`config.mk`:
```
export PLATFORM = sky130hd
export DESIGN_NAME = softmax_arbiter
export DESIGN_NICKNAME = d
export VERILOG_FILES = /design/src/rtl/softmax_arbiter.sv
export SDC_FILE = /design/constraint.sdc
export NUM_CORES = 1
export LEC_CHECK = 0
export BUFFER_PORTS_ARGS = -buffer_cell sky130_fd_sc_hd__buf_2
export CORE_MARGIN = 2
export CORE_UTILIZATION = 40
export DETAILED_ROUTE_END_ITERATION = 7
export SLEW_MARGIN = 0
export SYNTH_ARGS = -nofsm -noshare
export SYNTH_HDL_FRONTEND = slang
export SYNTH_SLANG_ARGS = --single-unit
```
`constraint.sdc`:
```
create_clock -name clk -period 2 [get_ports clk]
set_input_delay 0.4 -clock clk [delete_from_list [all_inputs] [get_ports clk]]
set_output_delay 0.4 -clock clk [all_outputs]
set_load 0.02 [all_outputs]
```
`src/rtl/softmax_arbiter.sv`:
```
// rtl/softmax_arbiter.sv - round-robin arbiter sharing one softmax_approx engine across requesters
module softmax_arbiter #(
  parameter int NUM_REQ = 4,
  parameter int TIMEOUT = 1024,
  parameter int CNT_W   = 16
) (
  input  logic                       clk,
  input  logic                       rst_n,
  input  logic [NUM_REQ-1:0]         req,
  output logic [NUM_REQ-1:0]         gnt,
  output logic [NUM_REQ-1:0]         req_done,
  output logic [NUM_REQ-1:0]         req_err,
  output logic [$clog2(NUM_REQ)-1:0] eng_sel,
  output logic                       eng_start,
  input  logic                       eng_done,
  output logic                       busy,
  output logic                       timeout_flag,
  output logic [CNT_W-1:0]           job_cnt
);

  localparam int SEL_W = $clog2(NUM_REQ);
  localparam int WD_W  = (TIMEOUT > 1) ? $clog2(TIMEOUT) : 1;
  localparam logic [WD_W-1:0] WD_LAST = WD_W'((TIMEOUT > 0) ? TIMEOUT - 1 : 0);

  typedef enum logic [1:0] {
    S_IDLE    = 2'd0,
    S_ISSUE   = 2'd1,
    S_WAIT    = 2'd2,
    S_RELEASE = 2'd3
  } state_t;

  state_t               state_q, state_d;
  logic [NUM_REQ-1:0]   gnt_q, gnt_d;
  logic [NUM_REQ-1:0]   req_done_q, req_done_d;
  logic [NUM_REQ-1:0]   req_err_q, req_err_d;
  logic [SEL_W-1:0]     eng_sel_q, eng_sel_d;
  logic                 eng_start_q, eng_start_d;
  logic                 busy_q, busy_d;
  logic                 timeout_flag_q, timeout_flag_d;
  logic [CNT_W-1:0]     job_cnt_q, job_cnt_d;
  logic [SEL_W-1:0]     rr_ptr_q, rr_ptr_d;
  logic [WD_W-1:0]      wd_cnt_q, wd_cnt_d;

  logic                 win_found;
  logic [SEL_W-1:0]     win_idx;
  logic [SEL_W-1:0]     sel_next;

  // Round-robin pick: first requester at or after rr_ptr, wrapping around
  always_comb begin
    win_found = 1'b0;
    win_idx   = '0;
    for (int k = 0; k < NUM_REQ; k++) begin
      if (!win_found && req[SEL_W'((int'(rr_ptr_q) + k) % NUM_REQ)]) begin
        win_found = 1'b1;
        win_idx   = SEL_W'((int'(rr_ptr_q) + k) % NUM_REQ);
      end
    end
  end

  assign sel_next = (eng_sel_q == SEL_W'(NUM_REQ - 1)) ? '0 : eng_sel_q + SEL_W'(1);

  // Next-state and next-output logic; outputs are computed for the state being entered so they come straight off flops
  always_comb begin
    state_d        = state_q;
    gnt_d          = gnt_q;
    eng_sel_d      = eng_sel_q;
    eng_start_d    = 1'b0;
    req_done_d     = '0;
    req_err_d      = '0;
    rr_ptr_d       = rr_ptr_q;
    wd_cnt_d       = wd_cnt_q;
    job_cnt_d      = job_cnt_q;
    timeout_flag_d = timeout_flag_q;
    case (state_q)
      S_IDLE: begin
        if (win_found) begin
          state_d     = S_ISSUE;
          gnt_d       = NUM_REQ'(1) << win_idx;
          eng_sel_d   = win_idx;
          eng_start_d = 1'b1;
        end
      end
      S_ISSUE: begin
        state_d  = S_WAIT;
        wd_cnt_d = '0;
      end
      S_WAIT: begin
        // a completion in the same cycle as the watchdog limit counts as success
        if (eng_done) begin
          state_d    = S_RELEASE;
          req_done_d = gnt_q;
          job_cnt_d  = job_cnt_q + CNT_W'(1);
          rr_ptr_d   = sel_next;
        end else if ((TIMEOUT != 0) && (wd_cnt_q == WD_LAST)) begin
          state_d        = S_RELEASE;
          req_err_d      = gnt_q;
          timeout_flag_d = 1'b1;
          rr_ptr_d       = sel_next;
        end else begin
          wd_cnt_d = wd_cnt_q + WD_W'(1);
        end
      end
      S_RELEASE: begin
        state_d = S_IDLE;
        gnt_d   = '0;
      end
      default: state_d = S_IDLE;
    endcase
    busy_d = (state_d != S_IDLE);
  end

  // State and registered outputs; reset also aborts any job in flight
  always_ff @(posedge clk or negedge rst_n) begin
    if (!rst_n) begin
      state_q        <= S_IDLE;
      gnt_q          <= '0;
      req_done_q     <= '0;
      req_err_q      <= '0;
      eng_sel_q      <= '0;
      eng_start_q    <= 1'b0;
      busy_q         <= 1'b0;
      timeout_flag_q <= 1'b0;
      job_cnt_q      <= '0;
      rr_ptr_q       <= '0;
      wd_cnt_q       <= '0;
    end else begin
      state_q        <= state_d;
      gnt_q          <= gnt_d;
      req_done_q     <= req_done_d;
      req_err_q      <= req_err_d;
      eng_sel_q      <= eng_sel_d;
      eng_start_q    <= eng_start_d;
      busy_q         <= busy_d;
      timeout_flag_q <= timeout_flag_d;
      job_cnt_q      <= job_cnt_d;
      rr_ptr_q       <= rr_ptr_d;
      wd_cnt_q       <= wd_cnt_d;
    end
  end

  assign gnt          = gnt_q;
  assign req_done     = req_done_q;
  assign req_err      = req_err_q;
  assign eng_sel      = eng_sel_q;
  assign eng_start    = eng_start_q;
  assign busy         = busy_q;
  assign timeout_flag = timeout_flag_q;
  assign job_cnt      = job_cnt_q;

endmodule

```
==> results of run 1 <==
==> worst max-delay path by stage <==
stage	from	end	slack, ns	cells past startpoint
2_1_floorplan	state_q[0]	wd_cnt_q[9]	0.12	7
3_3_place_gp	state_q[0]	wd_cnt_q[9]	0.11	6
3_5_place_dp	state_q[0]	wd_cnt_q[9]	0.05	6
4_1_cts	state_q[0]	wd_cnt_q[9]	0.04	6
5_1_grt	state_q[0]	wd_cnt_q[9]	0.03	6
6_report	state_q[0]	wd_cnt_q[9]	0.13	6
==> critical path, delay by kind of cell (launching register included) <==
family / cells / cell delay [ns]
simple gates: 3 / 0.85
flops: 1 / 0.38
fa+ha+maj: 1 / 0.30
compound gates: 1 / 0.15
buf+inv: 1 / 0.13
==> state kept, by name, summed over array words and instances, names as in the netlist <==
register / cells
job_cnt: 16
wd_cnt_q: 10
gnt: 4
req_done: 4
req_err: 4
eng_sel: 2
rr_ptr_q: 2
state_q: 2
busy: 1
eng_start: 1
timeout_flag: 1
==> power by group through the flow <==
stage | Sequential [mW] | Combinational (mW) | Clock, mW
after floorplan | 1.45 | 0.555 | 0
after global placement | 1.34 | 1.03 | 0
after detailed placement | 1.34 | 1.05 | 0
after CTS | 1.32 | 1.05 | 0.647
after global routing | 1.35 | 1.17 | 0.690
final | 1.32 | 1.04 | 0.626
==> cells by family (layout without fill, tap and decap cells) <==
logic type               after synthesis  after routing
XOR/XNOR                              15             15
flip-flops                            47             47
adder cells (fa/ha/maj)                8              8
AO/OA/AOI/OAI                         36             36
AND/OR/NAND/NOR                       91             91
buffers and inverters                 20             73
multiplexers                           3              3
==> per-layer routing <==
layer	up-vias	share of wire [%]
met2	41	46
met1	833	47
met3	8	4.9
met4	0	1.6
met5	-	0
li1	869	-
==> per-stage QoR <==
step	instance area, um^2	hold WS (ns)	utilization, %	power (mW)
2_1_floorplan	2240	0.104	-	2.00
3_3_place_gp	2600	0.404	47.5	2.37
3_5_place_dp	2600	0.402	47.5	2.39
4_1_cts	2700	0.0754	49.4	3.02
5_1_grt	2710	0.0942	49.4	3.20
6_report	2710	0.0681	49.4	2.99
==> cell type report <==
class / instances / share of cell area (%)
Timing Repair Buffer: 50 / 10.7
Sequential cell: 47 / 43.5
Tap cell: 72 / 3.33
Multi-Input combinational cell: 153 / 36.5
Clock inverter: 1 / 0.278
Clock buffer: 7 / 3.56
Inverter: 15 / 2.08
==> cells in the final DEF, fill, tap and decap left out, types with 2 or more instances in the layout <==
| master | netlist | final |
|---|---|---|
| a21oi_1 | 7 | 7 |
| a31oi_1 | 3 | 3 |
| a41o_1 | 2 | 2 |
| and2_1 | 6 | 6 |
| and3_1 | 5 | 5 |
| buf_2 | 3 | 39 |
| buf_4 | 0 | 10 |
| clkbuf_8 | 0 | 7 |
| dfrtp_1 | 47 | 47 |
| ha_1 | 8 | 7 |
| inv_1 | 15 | 15 |
| mux2_2 | 2 | 2 |
| nand2_1 | 18 | 18 |
| nand2b_1 | 6 | 6 |
| nand3_1 | 6 | 6 |
| nand4_1 | 5 | 5 |
| nor2_1 | 16 | 16 |
| nor3_1 | 9 | 9 |
| nor4_1 | 2 | 2 |
| o211ai_1 | 2 | 2 |
| o21ai_0 | 11 | 11 |
| o311ai_0 | 2 | 2 |
| o31ai_1 | 5 | 5 |
| or2_2 | 3 | 3 |
| or3_1 | 6 | 6 |
| or4_1 | 2 | 2 |
| xnor2_1 | 9 | 9 |
| xor2_1 | 6 | 6 |
==> out/metrics.yaml, run 1 <==
drv_slew: 0
synth-seq-cells: 47
portBuffers: 39
worstSetupPathType: "flip-flop to flip-flop"
hold_path_class: "primary input to asynchronous set/reset pin"
cts_sinks: 47
synth_cell_types: 40
min_period_ns: 1.87
synth_ff_type: "dfrtp_1"
wl_per_cell_um: 12.7
fin_ws_ns: 0.131
syn_area_per_cell_um2: 10.2
ys_warn_count: 0
n_fill_cell: 532
top_usage_layer: "met2"
drtIter0Drc: 143
via_count: 1751
dp_cells: 337
reg2reg_depth: 6
grt_pass1_vias: 1633
h-tree-depth: 2
final-setup-viol-count: 0
synth_compound_area_share_pct: 10.4
synth_top_family_by_area: "simple AND/OR/NAND/NOR gates"
cts_tree: "yes"
die_x_um: 78.9
power.internal_mw: 1.88
powerDensity_nw_per_um2: 1100
cts_resized: 0
multi_input_area_um2: 988
hold_viol: 0
tightest_slew_ns: 0.370
arrival_ns: 2.09
grt_util_met2_pct: 23.8
syn_inst: 220
netlist_area_um2: 2240
grt_max_degree: 48
comb_power_share_pct: 34.9
synth_area_leaders: "dfrtp_1, ha_1, xnor2_1"
diodes: 0
path_clk_slew_ns: 0.08
cts_hold_buf: 0
fmax_ghz: 0.535
clock_skew_ns: 0.00511
end_kind: "flip-flop"
rsz0062_at_grt: "no"
p_leak_nw: 1.34
dieArea_um2: 6220
layout-drive-gt1-share_pct: 24.9
startpoint_type: "flip-flop"
switchingPower_mw: 1.11
synthAdderAreaFrac_pct: 4.46
muxShareOfSynthArea_pct: 1.45
wirelength_um: 4400
synth_nets: 235
rows: 27
crit_chain: "inv_1, ha_2, nand2b_2, or2_0, or4_1, a21oi_1"
clk_latency_ns: 0.30
gr-total-overflow: 0
pwr-share-clk_pct: 21.0
detailed_place_hpwl_um: 3280
slowest_delay_ns: 0.48
cts_buffers: 5
via_per_inst: 5.08
switching_share_pct: 37.0
synth_area_leader_cell: "dfrtp_1"
drv_cap: 0
grt_usage_pct: 15.3
drc: 0
use_met3_pct: 3.41
synth_xor_xnor_area_share_pct: 5.86
nNetsFinal: 287
fin_cells: 345
drtPass1Iterations: 4
ys_seq_area_share_pct: 52.5
run_status: "complete, no violations"
seq_area_um2: 1180
cpMaxStageDelayCell: "or4_1"
relSlewSlack_pct: 75.3
synth_most_common_cell: "dfrtp_1"
synthSimpleGateAreaFrac_pct: 21.8
gp_congestion: 0.821
synth_edf_count: 0
worstPathMaxFanout: 10
r2r_start: "state_q[0]"
async_flop_share_pct: 100
post-route-period-util_pct: 93.5
io_pins: 40
post_cts_buffers: 0
pwr-share-seq_pct: 44.1
peakVddDrop_uv: 636
synthTopCellsByCount: "dfrtp_1, nand2_1, nor2_1"
rrSetupSlack_ns: 0.13
clockBufferDepth: 2
critical_path_required_ns: 2.23
tns_ns: 0
synthToLayoutAreaGrowth_pct: 20.6
cts-root-buf: "clkbuf_8"
grt_pass1_wl_um: 7490
fp.coreArea_um2: 5470
use_met1_pct: 20.5
preCtsSetupSlack_ns: 0.0514
postRouteAntennaNets: 0
die_y_um: 78.9
antenna_found_initial: 0
synth_top_cell_area_share_pct: 52.5
r2r-end: "wd_cnt_q[9]"
start_util_pct: 41.0
No activity file was read; power rests on OpenSTA's default activity.
==> run 2: changes to the inputs <==
--- a/config.mk
+++ b/config.mk
@@ -5,7 +5,7 @@
 export SDC_FILE = /design/constraint.sdc
 export NUM_CORES = 1
 export LEC_CHECK = 0
-export BUFFER_PORTS_ARGS = -buffer_cell sky130_fd_sc_hd__buf_2
+export BUFFER_PORTS_ARGS = -buffer_cell sky130_fd_sc_hd__buf_4
 export CORE_MARGIN = 2
 export CORE_UTILIZATION = 40
 export DETAILED_ROUTE_END_ITERATION = 7
==> run 2 against run 1 <==
Against the previous run:
- register-to-register slack better by 0.07 ns
- die area stayed put
- largest cell class unchanged
- clock skew is 0.0036 ns higher
- flip-flop and latch count stayed put
==> out/metrics.yaml, run 2 (synthesis results as in run 1) <==
run_status: "complete, no violations"
postRouteAntennaNets: 0  # unchanged
h-tree-depth: 2  # unchanged
path_delay_family: "compound AO/OA/AOI/OAI gates"
mostFrequentLayoutCell: "buf_4"
clk_latency_ns: 0.30  # about the same
multi_input_area_um2: 998  # +1.0%
cts-root-buf: "clkbuf_8"
final_cell_mix: "buf_4, dfrtp_1, nand2_1, nor2_1, inv_1"
die_y_um: 78.9  # unchanged
cts_buffers: 5  # unchanged
fmax_ghz: 0.557  # +4.2%
cts_sinks: 47  # unchanged
worstSetupPathType: "flip-flop to flip-flop"
nNetsFinal: 286  # -0.35%
drv_cap: 0  # unchanged
clockBufferDepth: 2  # unchanged
power.internal_mw: 2.01  # +6.7%
pwr-share-clk_pct: 21.5  # +0.5 points
pwr-share-seq_pct: 42.4  # -1.7 points
seq_area_um2: 1180  # unchanged
peakVddDrop_uv: 782  # +23%
portBuffers: 39  # unchanged
switching_share_pct: 35.9  # -1.1 points
end_kind: "flip-flop"
final-setup-viol-count: 0  # unchanged
r2r-end: "wd_cnt_q[6]"
drtIter0Drc: 114  # -20%
diodes: 0  # unchanged
gp_congestion: 0.843  # +2.6%
grt_pass1_wl_um: 7850  # +4.9%
dieArea_um2: 6220  # unchanged
arrival_ns: 1.98  # -0.11 ns
io_pins: 40  # unchanged
wirelength_um: 4490  # +2.0%
path_clk_slew_ns: 0.08  # about the same
grt_max_degree: 48  # unchanged
gr-total-overflow: 0  # unchanged
synthToLayoutAreaGrowth_pct: 24.5
powerDensity_nw_per_um2: 1120  # +1.6%
grt_pass1_vias: 1677  # +2.7%
rsz0062_at_grt: "no"
via_per_inst: 5.01  # -1.2%
layout-drive-gt1-share_pct: 24.0  # -0.92 points
clock_skew_ns: 0.00867  # +0.00356 ns
die_x_um: 78.9  # unchanged
start_util_pct: 41.0  # unchanged
comb_power_share_pct: 36.0  # +1.1 points
n_fill_cell: 529  # -0.56%
hold_viol: 0  # unchanged
worstPathMaxFanout: 10  # unchanged
slowest_delay_ns: 0.35  # -0.13 ns
drc: 0  # unchanged
post-route-period-util_pct: 89.7  # -3.7 points
post_cts_buffers: 0  # unchanged
hold_path_class: "primary input to asynchronous set/reset pin"
rrSetupSlack_ns: 0.21  # +0.07 ns
via_count: 1720  # -1.8%
drv_slew: 0  # unchanged
r2r_start: "state_q[0]"
crit_chain: "inv_1, ha_4, buf_4, nand2b_1, a21oi_1, a31oi_1, a41o_1"
preCtsSetupSlack_ns: 0.0648  # +0.0135 ns
cpMaxStageDelayCell: "dfrtp_1"
fin_ws_ns: 0.205  # +0.0748 ns
tightest_slew_ns: 0.580  # +0.210 ns
rows: 27  # unchanged
detailed_place_hpwl_um: 3240  # -1.3%
cts_tree: "yes"
reg2reg_depth: 7  # +1
fp.coreArea_um2: 5470  # unchanged
switchingPower_mw: 1.12  # +1.7%
p_leak_nw: 1.35  # +0.76%
critical_path_required_ns: 2.18  # -0.05 ns
final_util_pct: 51.0  # +1.6 points
largest_register_ffs: 16  # unchanged
antenna_found_initial: 0  # unchanged
grt_usage_pct: 16.1  # +0.78 points
wl_per_cell_um: 13.1  # +2.6%
critPathBufInv: 2  # +1
startpoint_type: "flip-flop"
relSlewSlack_pct: 61.3  # -14 points
tns_ns: 0  # unchanged
min_period_ns: 1.79  # -0.0748 ns
drtPass1Iterations: 4  # unchanged
[run 2: cell types whose count changed in the layout (fill, tap and decap cells not counted), sizes merged]
cell | before | now
bufinv | 0 | 1
clkinvlp | 1 | 0
buf | 50 | 49
clkbuf | 7 | 6
[run 2: area by class of cell]
cell class	count	share of cell area, %
Tap cell	72	3.23
Sequential cell	47	42.1
Multi-Input combinational cell	153	35.8
Clock buffer	6	2.60
Inverter	15	2.02
Clock inverter	1	1.08
Timing Repair Buffer	49	13.2
[run 2: power groups by stage]
stage	registers (mW)	clock network (mW)	logic, mW
floorplan	1.45	0	0.555
global placement	1.34	0	1.09
detailed placement	1.34	0	1.12
CTS	1.32	0.695	1.12
global route	1.36	0.742	1.27
finish	1.33	0.674	1.13
[run 2: what timing repair did]
item                       in CTS  in global routing
hold buffers                    0                  0
setup endpoints to repair       0                 11
gates resized for setup         0                  2
[run 2: metal layers]
metal	global-route usage [%]	wire, um	up-vias
met4	5.69	34	0
li1	-	-	865
met5	0	0	-
met2	25.3	2050	36
met3	3.18	180	2
met1	22.4	2230	817
[run 2: worst max-delay path by stage]
stage | startpoint | end | cells past startpoint
2_1_floorplan | state_q[0] | wd_cnt_q[9] | 7
3_3_place_gp | state_q[0] | wd_cnt_q[9] | 6
3_5_place_dp | state_q[0] | wd_cnt_q[9] | 6
4_1_cts | state_q[0] | wd_cnt_q[9] | 6
5_1_grt | state_q[0] | job_cnt[13] | 6
6_report | state_q[0] | wd_cnt_q[6] | 7
[run 2: through the flow]
stage | std cells | hold WS (ns) | power [mW] | area (um^2)
final | 343 | 0.0996 | 3.13 | 2790
after global routing | 343 | 0.151 | 3.37 | 2790
after CTS | 343 | 0.123 | 3.14 | 2780
after detailed placement | 336 | 0.448 | 2.46 | 2680
after global placement | 336 | 0.447 | 2.44 | 2680
after floorplan | 220 | 0.104 | 2.00 | 2240
